### src/rtl/truth_table_sweeper.sv
// Exhaustive truth-table sweeper: drives every N-bit vector for HOLD cycles, captures y, and
// checks it against an expected table. Define SWEEP_GRAY_EN to sweep in Gray-code order.
module truth_table_sweeper #(
    parameter int unsigned N    = 3,
    parameter int unsigned HOLD = 20
) (
    input  logic             clk,
    input  logic             rst_n,
    input  logic             start,
    input  logic [2**N-1:0]  expected,
    input  logic             y,
    output logic [N-1:0]     x,
    output logic             busy,
    output logic             done,
    output logic [2**N-1:0]  table_out,
    output logic             pass,
    output logic [N:0]       mismatch_count,
    output logic [N-1:0]     first_fail_idx
);

    localparam int unsigned HW = (HOLD > 1) ? $clog2(HOLD) : 1;

    typedef enum logic [1:0] {StIdle, StDrive, StDone} state_e;

    state_e          state_q, state_d;
    logic [N-1:0]    step_q, step_d;
    logic [HW-1:0]   hold_q, hold_d;
    logic [N-1:0]    x_q, x_d;
    logic [2**N-1:0] table_q, table_d;
    logic [N:0]      mism_q, mism_d;
    logic [N-1:0]    ffi_q, ffi_d;
    logic            pass_q, pass_d;

    logic hold_last, step_last, launch;

    function automatic logic [N-1:0] vec(input logic [N-1:0] s);
`ifdef SWEEP_GRAY_EN
        return s ^ (s >> 1);
`else
        return s;
`endif
    endfunction

    assign hold_last = (hold_q == HW'(HOLD - 1));
    assign step_last = (step_q == {N{1'b1}});
    assign launch    = start && (state_q != StDrive);

    always_ff @(posedge clk or negedge rst_n) begin
        if (!rst_n) begin
            state_q <= StIdle;
            step_q  <= '0;
            hold_q  <= '0;
            x_q     <= '0;
            table_q <= '0;
            mism_q  <= '0;
            ffi_q   <= '0;
            pass_q  <= 1'b0;
        end else begin
            state_q <= state_d;
            step_q  <= step_d;
            hold_q  <= hold_d;
            x_q     <= x_d;
            table_q <= table_d;
            mism_q  <= mism_d;
            ffi_q   <= ffi_d;
            pass_q  <= pass_d;
        end
    end

    always_comb begin
        state_d = state_q;
        unique case (state_q)
            StIdle:  if (start) state_d = StDrive;
            StDrive: if (hold_last && step_last) state_d = StDone;
            StDone:  if (start) state_d = StDrive;
            default: state_d = StIdle;
        endcase
    end

    // x_q always equals vec(step_q) while driving, so it doubles as the table index.
    always_comb begin
        step_d  = step_q;
        hold_d  = hold_q;
        x_d     = x_q;
        table_d = table_q;
        mism_d  = mism_q;
        ffi_d   = ffi_q;
        pass_d  = pass_q;
        if (launch) begin
            step_d  = '0;
            hold_d  = '0;
            x_d     = vec('0);
            table_d = '0;
            mism_d  = '0;
            ffi_d   = '0;
            pass_d  = 1'b0;
        end else if (state_q == StDrive) begin
            if (hold_last) begin
                table_d[x_q] = y;
                if (y != expected[x_q]) begin
                    mism_d = mism_q + 1'b1;
                    if (mism_q == '0) ffi_d = x_q;
                end
                if (step_last) begin
                    x_d    = '0;
                    pass_d = (mism_d == '0);
                end else begin
                    step_d = step_q + 1'b1;
                    hold_d = '0;
                    x_d    = vec(step_q + 1'b1);
                end
            end else begin
                hold_d = hold_q + 1'b1;
            end
        end
    end

    always_comb begin
        busy           = (state_q == StDrive);
        done           = (state_q == StDone);
        x              = x_q;
        table_out      = table_q;
        pass           = pass_q;
        mismatch_count = mism_q;
        first_fail_idx = ffi_q;
    end

endmodule

### config.mk
export PLATFORM = sky130hd
export DESIGN_NAME = truth_table_sweeper
export DESIGN_NICKNAME = d
export VERILOG_FILES = /design/src/rtl/truth_table_sweeper.sv
export SDC_FILE = /design/constraint.sdc
export NUM_CORES = 1
export LEC_CHECK = 0
export CORE_MARGIN = 1
export CORE_UTILIZATION = 48
export DETAILED_ROUTE_END_ITERATION = 10
export GPL_ROUTABILITY_DRIVEN = 1
export PLACE_DENSITY = 0.76
export SLEW_MARGIN = 20
export SYNTH_ARGS = -nofsm -noshare
export SYNTH_HDL_FRONTEND = slang
export SYNTH_SLANG_ARGS = --single-unit
### constraint.sdc
create_clock -name clk -period 5.5 [get_ports clk]
set_input_delay 1.1 -clock clk [delete_from_list [all_inputs] [get_ports clk]]
set_output_delay 1.1 -clock clk [all_outputs]
set_load 0.02 [all_outputs]
Word level (Yosys, flattened, before mapping)
Index checks and enable logic that the tools add are counted.
{ "op_classes": {"addsub": 3, "mul": 0, "n_div": 0, "n_lt_le_gt_ge": 2, "eq_ne": 10, "n_shift": 0, "n_mux": 39, "n_bitwise": 0, "n_reduce_logical": 18} }
{ "op_table": {"columns": ["cell", "n"], "rows": [
  ["two-way mux 3 bit", 13],
  ["two-way mux 4 bit", 7],
  ["two-way mux 8 bit", 3],
  ["two-way mux 5 bit", 4],
  ["nonzero test 2 bit", 5],
  ["bitwise mux 8 bit", 1],
  ["zero test 4 bit", 2],
  ["inequality test 2 x 1 -> 1 bit (second input constant)", 4],
  ["two-way mux 1 bit", 6],
  ["AND reduction 2 bit", 3],
  ["AND reduction 3 bit", 2],
  ["adder 5 x 1 -> 5 bit (second input constant)", 1],
  ["equality test 5 bit (second input constant)", 1],
  ["adder 4 x 1 -> 4 bit (second input constant)", 1],
  ["< comparator 3 x 4 -> 1 bit (second input constant)", 1],
  ["two-way mux 2 bit", 2],
  ["one-hot mux 2 bit (2 select lines)", 1],
  ["AND reduction 4 bit", 1],
  ["adder 3 x 1 -> 3 bit (second input constant)", 1],
  ["binary-select mux 1 bit (select 3 bit)", 1],
  ["demux 1 bit (select 3 bit)", 1],
  ["equality test 3 bit (second input constant)", 1],
  ["greater-or-equal comparator 3 x 1 -> 1 bit (second input constant)", 1],
  ["logical AND 1 bit", 3],
  ["other kinds (6)", 6]
]} }
{ "totals": {"ff_bits": 29, "latchBits": 0, "ramBits": 0, "mem_bits_ro": 0, "input_bits": 12, "out_inout_bits": 21, "elab_cells": 80, "mem_count": 0} }

Logic depth before layout (Yosys ltp)
{ "depth": {"depth_word": 12, "ltp_mapped": 7, "ltp_nobuf": 6} }

Worst setup path after synthesis
No wires, ideal clock.
{ "synth_timing": {"kind": "input to register", "from": "input expected[1]", "to": "register mism_q[3] (netlist: mismatch_count[3])", "arrival_time_ps": 2507, "t_required_ps": 5431, "setup_slack_ps": 2924, "path_stages": 5, "path_buffers": 0, "cell_sequence": "mux4_1 > mux2i_4 > xor2_2 > or4_1 > nand3_1"} }
{ "synth_via": {"elab_chain_len": 10} }
{ "synth_rtl": {"columns": ["element", "line_no", "rtl"], "rows": [
  ["start: declaration", "10", "input logic [2**N-1:0] expected,"],
  ["binary-select mux 1 bit (select 3 bit)", "100", "if (y != expected[x_q]) begin"],
  ["two-way mux 1 bit (implied by the code)", "100", null],
  ["inequality test 1 bit", "100", null],
  ["two-way mux 4 bit", "100", null],
  ["two-way mux 4 bit", "98", "if (hold_last) begin"],
  ["two-way mux 4 bit", "97", "end else if (state_q == StDrive) begin"],
  ["two-way mux 4 bit", "89", "if (launch) begin"],
  ["two-way mux 4 bit", "98", null],
  ["two-way mux 4 bit", "97", null],
  ["two-way mux 4 bit", "89", null],
  ["end signal: assignment", "64", "mism_q <= mism_d;"],
  ["end: declaration", "30", "logic [N:0] mism_q, mism_d;"]
]} }
No other way between the ends. The select of a mux whose other input is x is not followed.
A chain may end at the register's enable or synchronous reset.

Final worst setup path
{ "layout_timing": {"from": "register state_q[1]", "to": "output busy"} }
{ "layout_via": {"elab_chain_len": 1} }
{ "layout_rtl": {"columns": ["element", "line_no", "rtl"], "rows": [
  ["start: declaration", "25", "state_e state_q, state_d;"],
  ["start signal: assignment", "50", "state_q <= StIdle;"],
  ["start signal: assignment", "59", "state_q <= state_d;"],
  ["equality test 2 x 1 -> 1 bit", "119", "busy = (state_q == StDrive);"],
  ["end: declaration", "13", "output logic busy,"]
]} }
No other way between the ends.

==> flow_summary.yaml <==
route:
  routed_wl_mm: 3.52
  drtAntennaViolNets: 0
  drtIter0Drc: 94
  first_pass_iters: 4
  vias: 1259
  vias_per_cell: 5.52
  drc: 0
  wl_per_cell_um: 15.4
pwr:
  p_leak_nw: 0.866
  intPower_w: 0.000521
  vdd_ir_drop_max_uv: 227
  power_density_nw_per_um2: 445
  clockPowerShare_pct: 14.4
  switchingPower_w: 0.000350
  swShare_pct: 40.2
  combPwrFrac_pct: 43.9
  seq_power_share_pct: 41.8
hold_path:
  worstHoldPathType: "reg2reg"
  hold_path.startpoint: "first_fail_idx[0]$_DFFE_PN0P_"
  hold_depth: 2
  hold_path_end: "first_fail_idx[0]$_DFFE_PN0P_"
yosys:
  synth_compound_area_share_pct: 8.96
  ys_seq_elements: 29
  yosysSeqAreaShare_pct: 46.4
  syn_nets: 167
  synth-xor-area-share_pct: 4.32
  syn-instance-count: 150
  synth.distinct_cells: 40
  synth_warnings: 0
  syn_area_sq_um: 1560
  synthArstFlopShare_pct: 100
  synth_area_leader_cell: "dfrtp_1"
  yosys_most_used_dff: "dfrtp_1"
  synthMuxAreaShare_pct: 13.0
  synth_fa_ha_area_share_pct: 4.00
  netlist_top_cells_area: "dfrtp_1, mux2i_1, ha_1, nor2_1, nand2_1"
  syn_area_per_cell_sq_um: 10.4
  synthSimpleGateAreaFrac_pct: 19.2
  synth_top_family_by_area: "simple AND/OR/NAND/NOR gates"
  synth_edf_count: 0
  yosys.area.top_type_share_pct: 46.4
cts:
  cts-resized-gates: 0
  clkSlewWorstSetupHoldPaths_ns: 0.09
  clkLatencyLatePin_ns: 0.34
  post_cts_buffers: 0
  numCtsBuffers: 5
  tritoncts: "yes"
  htree_num_levels: 2
  cts_buffer_depth: 2
  clock_tree.root_cell: "clkbuf_4"
  cts_hold_buffers: 0
  clock_sinks: 29
critical_path:
  end_kind: "primary output"
  r2r_end: "mismatch_count[3]$_DFFE_PN0P_"
  worstSetupPathType: "reg2out"
  crit_fanout: 6
  crit_buf_inv: 2
  worst_setup_path_start_kind: "register"
  r2r_cells: 5
  crit_family: "buffers and inverters"
  max_stage_delay_ns: 0.61
  crit_path_top_delay_cell: "clkdlybuf4s50_1"
  r2r_setup_slack_ns: 3.21
  worst_ep_arrival_time_ns: 1.70
  regToRegStartpoint: "x[0]$_DFFE_PN0P_"
  crit_chain: "nand2b_1, inv_1, clkdlybuf4s50_1"
  critPathRequiredTime_ns: 4.40
timing:
  slew_headroom_pct: 66.5
  drv_slew: 0
  whs_ns: 0.526
  finalSetupViolCount: 0
  worst_clock_skew_ns: 0.00572
  tightest_slew_ns: 0.501
  period_needed_ns: 2.80
  finalSetupTns_ns: 0
  post-route-period-util_pct: 50.9
  rsz0062_at_grt: "no"
  max_freq_mhz: 357
  final-hold-violation-count: 0
floorplanning:
  die_x_um: 59.1
  fp.dieH_um: 59.1
  pin_count: 33
  start_util_pct: 50.8
  die-area_sq_um: 3490
  coreArea_sq_um: 3080
  core.rowCount: 20
grt:
  grt_pass1_vias: 1267
  grt-ovfl-total: 0
  track_usage_pct: 23.5
  antenna_found_initial: 0
  grt_pass1_wl_mm: 5.86
  grt_max_degree: 30
placement:
  place_congestion: 0.866
  buffer_ports.inserted: 32
  place_hpwl_mm: 2.56
  place_inst: 220
layout:
  final_cell_count_no_fill: 228
  layout.nets: 200
  syn2layout_area_growth_pct: 25.2
  antenna_cells: 0
  fin_util_pct: 63.6
  drive_gt1_share_pct: 7.61
job:
  cap_viol_max_count: 0
outcome:
  status: "finished, final reports clean"
-- flip-flops by register name, summed over array words and instances (netlist names) --
| register | count |
|---|---|
| table_out | 8 |
| hold_q | 5 |
| mismatch_count | 4 |
| first_fail_idx | 3 |
| step_q | 3 |
| x | 3 |
| state_q | 2 |
| pass | 1 |
-- how the worst max path moves through the flow --
stage / cells past startpoint / to / slack, ns / start
final: 3 / busy / 2.70 / state_q[1]$_DFFE_PN0P_
after global routing: 3 / busy / 2.61 / state_q[1]$_DFFE_PN0P_
after CTS: 3 / busy / 2.69 / state_q[1]$_DFFE_PN0P_
after detailed placement: 6 / mismatch_count[3]$_DFFE_PN0P_ / 2.41 / expected[1]
after global placement: 6 / mismatch_count[3]$_DFFE_PN0P_ / 2.49 / expected[1]
after floorplan: 5 / mismatch_count[3]$_DFFE_PN0P_ / 2.92 / expected[1]
-- cells in the final DEF, fill, tap and decap left out, types with 2 or more instances in the layout --
cell / instances
xor2_1: 3
and2_1: 2
nor2_1: 16
a22o_1: 3
ha_1: 5
dfrtp_1: 29
clkbuf_4: 5
clkdlybuf4s50_1: 32
nor4_1: 4
mux2i_1: 11
nand2_1: 13
a21oi_1: 4
nor3_1: 4
o21ai_0: 5
inv_1: 7
clkbuf_1: 3
nand4_1: 5
nand2b_1: 3
mux2_2: 2
a31oi_1: 3
nand3_1: 5
-- final cells by class --
cell class	count	area, sq um
Fill cell	269	1120
Tap cell	44	55.1
Timing Repair Buffer	33	328
Clock buffer	8	48.8
Sequential cell	29	726
Inverter	7	26.3
Multi-Input combinational cell	107	774
-- through the flow --
step / setup WS [ns] / instance area (sq um) / total power (W)
after floorplan: 2.92 / 1560 / 0.000602
after global placement: 2.49 / 1910 / 0.000726
after detailed placement: 2.41 / 1910 / 0.000748
after CTS: 2.69 / 1960 / 0.000874
after global routing: 2.61 / 1960 / 0.000934
final: 2.70 / 1960 / 0.000871
-- power groups by stage --
stage	clock network, W	registers [W]	logic, W
after floorplan	0	0.000392	0.000210
after global placement	0	0.000359	0.000367
after detailed placement	0	0.000366	0.000382
after CTS	0.000128	0.000362	0.000385
after global routing	0.000138	0.000375	0.000421
final	0.000125	0.000364	0.000382
-- synth_stat cells, types with 2 or more instances --
master and instances:
a22o_1 3, inv_1 7, dfrtp_1 29, o21ai_0 5, and2_1 2, nand2b_1 3
nand2_1 13, a21oi_1 4, nand3_1 5, xor2_1 3, nor2_1 16, clkbuf_1 5
a31oi_1 3, nand4_1 5, ha_1 5, nor3_1 4, nor4_1 4, mux2_2 2
mux2i_1 11
-- kinds of logic (layout without fill, tap and decap cells) --
family	count (synthesis)	count (layout)
buf+inv	14	48
mux	16	16
simple gates	59	59
fa+ha+maj	5	5
xor+xnor	6	6
compound gates	21	21
flops	29	29
-- routing by layer --
metal	share of wire, %	GRT usage (%)
met2	50	37.8
met4	1.9	17.3
met3	3.8	4.59
met1	44	28.0
met5	0	0
-- worst min-delay path, cell delays in order (launching register included) --
cell and delay, ns:
dfrtp_1 0.38, nand2_1 0.06, mux2i_1 0.05
Note: power is estimated with default switching activity, not from simulation.
